`config.mk`:
```
export PLATFORM = sky130hd
export DESIGN_NAME = led_input_debounce
export DESIGN_NICKNAME = d
export VERILOG_FILES = /design/src/rtl/led_input_debounce.sv
export SDC_FILE = /design/constraint.sdc
export NUM_CORES = 1
export LEC_CHECK = 0
export CORE_UTILIZATION = 45
export DETAILED_ROUTE_END_ITERATION = 12
export SYNTH_ARGS = -nofsm -noshare
export SYNTH_HDL_FRONTEND = slang
export SYNTH_SLANG_ARGS = --single-unit
```
`constraint.sdc`:
```
create_clock -name clk -period 2.05 [get_ports clk]
set_input_delay 0.3075 -clock clk [delete_from_list [all_inputs] [get_ports clk]]
set_output_delay 0.3075 -clock clk [all_outputs]
set_load 0.01 [all_outputs]
```
`src/rtl/led_input_debounce.sv`:
```
// Per-bit debouncer: 2-flop synchronizer, saturating acceptance counter, registered level and edge pulses.
// Optional macro DEBOUNCE_EDGE_EN builds the rise/fall pulse registers; otherwise those ports are tied to 0.
module led_input_debounce #(
    parameter int WIDTH     = 8,
    parameter int DB_CYCLES = 50000,
    parameter int CNT_W     = 16
) (
    input  logic             clk,
    input  logic             rst_n,
    input  logic [WIDTH-1:0] din,
    output logic [WIDTH-1:0] stable,
    output logic [WIDTH-1:0] rise,
    output logic [WIDTH-1:0] fall,
    output logic             busy
);

    localparam logic [CNT_W-1:0] LP_CNT_LAST = CNT_W'(DB_CYCLES - 1);
    localparam logic [CNT_W-1:0] LP_CNT_ONE  = CNT_W'(1);

    logic [WIDTH-1:0] r_s1;
    logic [WIDTH-1:0] r_s2;
    logic [WIDTH-1:0] r_stable;
    logic [CNT_W-1:0] r_cnt     [WIDTH];
    logic [CNT_W-1:0] w_cnt_nxt [WIDTH];
    logic [WIDTH-1:0] w_accept;
    logic [WIDTH-1:0] w_cnt_nz;

    // NOTE: state uses non-blocking assignments so every flop samples pre-edge values.
    always_ff @(posedge clk or negedge rst_n) begin
        if (!rst_n) begin
            r_s1 <= '0;
            r_s2 <= '0;
        end else begin
            r_s1 <= din;
            r_s2 <= r_s1;
        end
    end

    // NOTE: every combinational output gets a default first, so no path can infer a latch.
    always_comb begin
        for (int i = 0; i < WIDTH; i++) begin
            w_cnt_nxt[i] = '0;
            w_accept[i]  = 1'b0;
            w_cnt_nz[i]  = (r_cnt[i] != '0);
            if (r_s2[i] != r_stable[i]) begin
                if (r_cnt[i] == LP_CNT_LAST) begin
                    w_accept[i] = 1'b1;
                end else begin
                    w_cnt_nxt[i] = r_cnt[i] + LP_CNT_ONE;
                end
            end
        end
    end

    // NOTE: the counter array is reset explicitly; a count surviving reset would fake an acceptance.
    always_ff @(posedge clk or negedge rst_n) begin
        if (!rst_n) begin
            for (int i = 0; i < WIDTH; i++) begin
                r_cnt[i] <= '0;
            end
            r_stable <= '0;
        end else begin
            for (int i = 0; i < WIDTH; i++) begin
                r_cnt[i] <= w_cnt_nxt[i];
            end
            // An accepted bit always differs from stable, so acceptance is a toggle.
            r_stable <= r_stable ^ w_accept;
        end
    end

`ifdef DEBOUNCE_EDGE_EN
    logic [WIDTH-1:0] r_rise;
    logic [WIDTH-1:0] r_fall;

    always_ff @(posedge clk or negedge rst_n) begin
        if (!rst_n) begin
            r_rise <= '0;
            r_fall <= '0;
        end else begin
            r_rise <= w_accept & r_s2;
            r_fall <= w_accept & ~r_s2;
        end
    end

    assign rise = r_rise;
    assign fall = r_fall;
`else
    assign rise = '0;
    assign fall = '0;
`endif

    assign stable = r_stable;
    assign busy   = |w_cnt_nz;

endmodule
```
## After elaboration in Yosys (flattened, before gate mapping)

Index checks and enable logic that the tools add are counted.

- Flip-flop bits (word level): 152
- Input port bits: 10
- Output and inout port bits: 25

- Add/sub/neg operators: 8
- Equal/unequal tests: 16
- Mux-type cells: 32
- Bitwise gates (word level): 1
- Reduce and logical (&&, ||, !) cells: 9

Operator list:

| operator | count |
|---|---|
| $mux 16 | 16 |
| $add 16x1->16 const B | 8 |
| $eq 16x16->1 const B | 8 |
| $reduce_bool 16->1 | 8 |
| $mux 1 | 16 |
| $ne 1x1->1 | 8 |
| $reduce_or 8->1 | 1 |
| $xor 8x8->8 | 1 |

## Depth between registers and ports, before layout

Gate-level depths: netlist of the first run.

- Depth after elaboration: 4
- Depth in mapped cells: 6
- Depth with buffers taken out: 6

## Worst setup path before layout of the first run

Ideal clock, no wire load.

- Path type: register to register
- From: register r_cnt[64] in the netlist's numbering
- To: register r_cnt[75] in the netlist's numbering
- Arrival: 1.557 ns
- Data required time: 1.931 ns
- Setup slack: 0.374 ns
- Cell stages (with the launch flop): 6
- Period minus slack after synthesis: 1.676 ns
- Cells stage by stage: dfrtp_1 > ha_1 > nand3_1 > o41ai_4 > buf_6 > nor2_1

RTL lines:

| element | RTL line | RTL |
|---|---|---|
| start: declaration | 23 | `logic [CNT_W-1:0] r_cnt [WIDTH];` |
| start signal: indexed assignment | 64 | `r_cnt[i] <= w_cnt_nxt[i];` |

## Worst setup path in the final report of the first run

- From: register r_cnt[75] in the netlist's numbering
- To: output busy

- Cells in the longest elaborated chain, start to end: 2

RTL lines:

| element | RTL line | RTL |
|---|---|---|
| $reduce_bool 16->1 | 44 | `w_cnt_nz[i] = (r_cnt[i] != '0);` |
| $reduce_or 8->1 | 93 | `assign busy = \|w_cnt_nz;` |
| end: declaration | 14 | `output logic busy` |

No other way between the ends.

==> results.json, run 1 <==
{
  "violations": "negative setup slack",
  "p_per_area_nw_per_um2": 693,
  "fin_nets": 977,
  "internal-power_mw": 5.46,
  "path_class": "flop to output port",
  "async_flop_share": 1.00,
  "finalMaxSlewViolations": 0,
  "top_usage_layer": "met2",
  "hp-class": "primary input to flop",
  "max-vdd-ir-drop_v": 0.000633,
  "ys.flop_type": "dfrtp_1",
  "die_h_um": 132,
  "hold_violations": 0,
  "avgRoutedWirePerCell_um": 14.2,
  "met2_usage": 0.357,
  "crit_top_cell": "buf_4",
  "critPathArrivalTime_ps": 1990,
  "path_cells": "nor4_2, nand2_1, buf_4, nor4_4, buf_4, nand3_2, buf_6",
  "min_period_ps": 2290,
  "clockRootBuffer": "clkbuf_16",
  "antennaDiodeCount": 0,
  "path_buf_inv": 3,
  "routabilityCongestion": 0.873,
  "maxCapViolCount": 0,
  "ys.warnings.count": 0,
  "cts.htree.levels": 4,
  "layout_commonest_cell": "buf_4",
  "ant_nets": 0,
  "max_stage_delay_ps": 400,
  "grt_util_all_layers": 0.206,
  "finalPower_mw": 6.96,
  "cts_buffers": 17,
  "fp.dieArea_sq_um": 17400,
  "drt_pass1_iterations": 6,
  "antenna_found_initial": 0,
  "clock_tree.buffer_depth": 2,
  "syn_area_sq_um": 7620,
  "clockPowerShare": 0.497,
  "p_leak_nw": 4.51,
  "die_x_um": 132,
  "drtIter0Drc": 287,
  "post-route-period-util": 1.12,
  "synth_edf_count": 0,
  "end_kind": "output port",
  "rows": 47,
  "layout_common_cells": "buf_4 (165), dfrtp_1 (152), nor2_1 (146)",
  "num_io_pins": 35,
  "dp_hpwl_mm": 11.9,
  "core_area_sq_um": 16500,
  "area_growth_syn_to_layout_pct": 31.9,
  "initial_utilization": 0.461,
  "vias": 6039,
  "drive_gt1_frac": 0.256,
  "setup_viol": 1,
  "synth_cell_types": 31,
  "numPortBuffers": 18,
  "setup_ws_ps": -244,
  "grt_first_pass_wirelength_mm": 28.7,
  "cp-start-kind": "flop",
  "grt_max_degree": 51,
  "required_ps": 1740,
  "fmax_mhz": 436,
  "cts.reportedPaths.clkPinSlew_ps": 60,
  "path_delay_family": "simple AND/OR/NAND/NOR gates",
  "timing.hold.ws_ps": 325,
  "fin_skew_ps": 5.42,
  "cp_max_fo": 2,
  "switching_share": 0.215,
  "globalRouteOverflowTotal": 0,
  "sequentialPowerShare": 0.443,
  "via_per_inst": 5.10,
  "drc": 0,
  "seq_area_frac_synth": 0.499,
  "syn_inst": 757,
  "groute.layer.met3.usage": 0.0450,
  "status": "finished with violations",
  "comb_power_share": 0.060,
  "grtUsageMet1": 0.253,
  "drt-total-wl_mm": 16.8,
  "netSwitchingPower_mw": 1.49,
  "ys_ff_latch": 152,
  "clk_latency_ps": 420,
  "crit_slowest_cell": "dfrtp_1",
  "avgSynthCellArea_sq_um": 10.1,
  "cts_tree": "built",
  "rsz0062_at_grt": "yes",
  "cts.sinks": 152,
  "grt_pass1_vias": 6236
}
==> state kept, by name (all words and copies together), names as in the netlist, named ones only <==
name and flops:
r_s1 8, r_s2 8, r_cnt 128
==> Yosys cell counts (4+ instances only) <==
library cell / number / area, sq um
buf_4: 16 / 120
nor2_1: 147 / 552
o41ai_4: 8 / 220
xor2_1: 28 / 245
mux2_2: 8 / 90.1
buf_6: 10 / 113
and4_1: 4 / 35.0
inv_1: 46 / 173
dfrtp_1: 152 / 3800
nand3_1: 48 / 240
nand4_1: 35 / 219
nand2_1: 36 / 135
ha_1: 16 / 200
nor3_1: 38 / 190
nor4_1: 51 / 319
xnor2_1: 90 / 788
==> cell families (layout without fill, tap and decap cells) <==
kind of cell / Yosys count / count (layout) / share of synthesized area
flops: 152 / 152 / 0.499
mux: 8 / 8 / 0.0118
fa+ha+maj: 16 / 16 / 0.0263
xor+xnor: 118 / 118 / 0.136
other cells: 1 / 16 / 0.000492
buf+inv: 76 / 268 / 0.0555
simple gates: 374 / 374 / 0.239
compound gates: 12 / 12 / 0.0319
==> per-stage QoR <==
step | worst slack, ps | util | instances | cell area (sq um) | TNS [ps]
after floorplan | 374 | - | 772 | 7670 | 0
after global placement | -265 | 0.552 | 1143 | 9110 | -265
after detailed placement | -273 | 0.552 | 1143 | 9110 | -273
after CTS | -236 | 0.604 | 1185 | 9990 | -1760
after global routing | -338 | 0.608 | 1184 | 10000 | -345
final | -244 | 0.608 | 1184 | 10000 | -244
==> power by group through the flow <==
stage | Sequential, mW | Combinational, mW | Clock, mW
floorplan | 3.15 | 0.205 | 0
global placement | 3.13 | 0.390 | 0
detailed placement | 3.14 | 0.401 | 0
CTS | 3.08 | 0.414 | 3.54
global route | 3.09 | 0.470 | 3.67
finish | 3.08 | 0.414 | 3.46
==> routing by layer <==
layer,routed length [um],share of wire
met1,7410,0.44
met5,0,0
met3,525,0.031
met4,223,0.013
met2,8610,0.51
==> timing repair <==
| item | 4_1_cts | 5_1_grt |
|---|---|---|
| buffers inserted | 8 | 3 |
| resized for setup | 30 | 16 |
| endpoints found under the hold margin | 39 | 0 |
| hold buffers | 1 | 0 |
| gates cloned | 1 | 0 |
| setup endpoints to repair | 1 | 29 |
| pin swaps | 17 | 10 |
==> path summary, 6_finish.rpt <==
check / startpoint / endpoint / slack, ps / cells after the start
worst max-delay path: r_cnt[75]$_DFF_PN0_ / busy / -240 / 7
worst min-delay path: din[5] / r_s1[5]$_DFF_PN0_ / 320 / 1
worst max register to register: r_cnt[75]$_DFF_PN0_ / r_cnt[74]$_DFF_PN0_ / 70 / 8
worst min register to register: r_s1[4]$_DFF_PN0_ / r_s2[4]$_DFF_PN0_ / 350 / 0
max in group asynchronous: rst_n / r_cnt[31]$_DFF_PN0_ / 1030 / 3
min in group asynchronous: rst_n / r_s2[4]$_DFF_PN0_ / 380 / 2
==> final cells by class <==
| type | instances | area (sq um) |
|---|---|---|
| clock buffer | 21 | 460 |
| tap | 220 | 275 |
| inverter | 46 | 173 |
| clock inverter | 11 | 194 |
| sequential | 152 | 3800 |
| fill | 1388 | 6480 |
| timing repair buffer | 190 | 1510 |
| multi-input combinational | 544 | 3630 |
Power figures use the tool's default switching activity.
==> run 2, diff against run 1 <==
- SKIP_CTS_REPAIR_TIMING: not set -> 1
==> run 2 against run 1 <==
- the flow still finishes with violations (negative setup slack)
- setup slack lost 9.7 ps
- first-iteration DRC count decreased by 16%
- sequential power barely moved
- clock-buffer cell count unchanged
- sequential cell count is the same
- clock skew increased by 0.61 ps
- cell count shrank 0.68%
- routed wire length down 3.2%
- largest cell class unchanged
- largest power group unchanged
==> results.json, run 2 (synthesis gave the netlist of run 1 again) <==
{
  "rsz0062_at_grt": "yes",
  "cts.sinks": 152,
  "drive_gt1_frac": 0.235,
  "r2r-end": "r_cnt[44]$_DFF_PN0_",
  "switching_share": 0.214,
  "hold-path-cell-count": 1,
  "max-vdd-ir-drop_v": 0.000633,
  "drt_pass1_iterations": 5,
  "rrSetupSlack_ps": 180,
  "grt_max_degree": 51,
  "clk_latency_ps": 420,
  "clock_tree.buffer_depth": 2,
  "sequentialPowerShare": 0.444,
  "finalMaxSlewViolations": 0,
  "timing.setup.tns_ps": -254,
  "numPortBuffers": 18,
  "fillCellCount": 1414,
  "grt_util_all_layers": 0.200,
  "critPathArrivalTime_ps": 2000,
  "min_period_ps": 2300,
  "post-route-period-util": 1.12,
  "rows": 47,
  "cts_buffers": 17,
  "drtIter0Drc": 242,
  "timing.hold.ws_ps": 325,
  "hp-class": "primary input to flop",
  "initial_utilization": 0.461,
  "cts.htree.levels": 4,
  "hold_violations": 0,
  "clockPowerShare": 0.498,
  "routabilityCongestion": 0.873,
  "drt-total-wl_mm": 16.2,
  "required_ps": 1740,
  "largest_reg_flops": 128,
  "layout_commonest_cell": "buf_4",
  "fin_skew_ps": 6.03,
  "violations": "negative setup slack",
  "via_per_inst": 5.09,
  "globalRouteOverflowTotal": 0,
  "cp_max_fo": 2,
  "ff2ff_path_depth": 7,
  "final_area_sq_um": 9880,
  "maxCapViolCount": 0,
  "rr_startpoint": "r_cnt[32]$_DFF_PN0_",
  "fmax_mhz": 434,
  "setup_ws_ps": -254,
  "cts.reportedPaths.clkPinSlew_ps": 60,
  "vias": 5991,
  "clockRootBuffer": "clkbuf_16",
  "comb_power_share": 0.058,
  "netSwitchingPower_mw": 1.49,
  "holdPathEnd": "r_s1[5]$_DFF_PN0_",
  "status": "finished with violations",
  "avgRoutedWirePerCell_um": 13.8,
  "crit_slowest_cell": "dfrtp_1",
  "antenna_found_initial": 0,
  "fp.dieArea_sq_um": 17400,
  "area_growth_syn_to_layout_pct": 29.8,
  "regMostFlops": "r_cnt",
  "num_io_pins": 35,
  "die_h_um": 132,
  "path_cells": "nor4_1, nand2_1, nor4_4, buf_4, nand3_1, clkbuf_2",
  "core_area_sq_um": 16500,
  "end_kind": "output port",
  "cts_tree": "built",
  "reg.largest.list": "r_cnt: 128 flops, r_s1: 8 flops, r_s2: 8 flops",
  "path_class": "flop to output port",
  "die_x_um": 132,
  "layout_common_cells": "buf_4 (162), dfrtp_1 (152), nor2_1 (147)",
  "grt_pass1_vias": 6134,
  "fin_util": 0.598,
  "p_leak_nw": 4.47,
  "internal-power_mw": 5.46,
  "setup_viol": 1,
  "fin_nets": 969,
  "ant_nets": 0,
  "antennaDiodeCount": 0,
  "drc": 0,
  "max_stage_delay_ps": 380,
  "place_ws_ps": -273,
  "placed_area_sq_um": 9110,
  "cp-start-kind": "flop",
  "dp_hpwl_mm": 11.9,
  "worstHoldStart": "din[5]",
  "grt_first_pass_wirelength_mm": 28.0,
  "p_per_area_nw_per_um2": 703
}
==> run 2: changes by cell type in the layout (fill, tap and decap cells not counted), moves of 2 or more <==
cell	change
nor4_1	+8
nor4_2	-8
buf_6	-6
nand3_1	+2
buf_4	-3
nand3_2	-2
==> run 2: worst max-delay path by stage <==
stage | startpoint | cells after the start | end | slack, ps
floorplan | r_cnt[64]$_DFF_PN0_ | 5 | r_cnt[75]$_DFF_PN0_ | 370
global placement | r_cnt[102]$_DFF_PN0_ | 6 | busy | -270
detailed placement | r_cnt[27]$_DFF_PN0_ | 6 | busy | -270
CTS | r_cnt[27]$_DFF_PN0_ | 6 | busy | -750
global route | r_cnt[82]$_DFF_PN0_ | 5 | busy | -380
finish | r_cnt[75]$_DFF_PN0_ | 6 | busy | -250
==> run 2: layout make-up <==
class                      count  area (sq um)  area share
sequential                   152          3800       0.385
multi-input combinational    544          3550       0.360
timing repair buffer         182          1420       0.144
clock buffer                  21           460      0.0466
tap                          220           275      0.0279
clock inverter                11           194      0.0196
inverter                      46           173      0.0175
==> run 2: power groups by stage <==
stage	logic [mW]	registers, mW	clock network (mW)
final	0.404	3.08	3.46
after global routing	0.460	3.09	3.66
after CTS	0.403	3.08	3.54
after detailed placement	0.401	3.14	0
after global placement	0.390	3.13	0
after floorplan	0.205	3.15	0
==> run 2: critical path: cells and delay by family (launching register included) <==
kind                   cells  cell delay (ps)
buffers and inverters      2              310
DFF                        1              380
and+or+nand+nor            4              890
==> run 2: per-layer routing <==
metal / wire (um) / global-route usage / vias to the layer above
met5: 0 / 0 / -
met4: 226 / 0.0633 / 0
met3: 553 / 0.0454 / 20
met2: 8210 / 0.347 / 111
met1: 7230 / 0.248 / 2922
li1: - / - / 2938
==> run 2: through the flow <==
stage | power, mW | instances
global placement | 3.52 | 1143
floorplan | 3.36 | 772
global route | 7.21 | 1176
finish | 6.94 | 1176
detailed placement | 3.54 | 1143
CTS | 7.03 | 1175
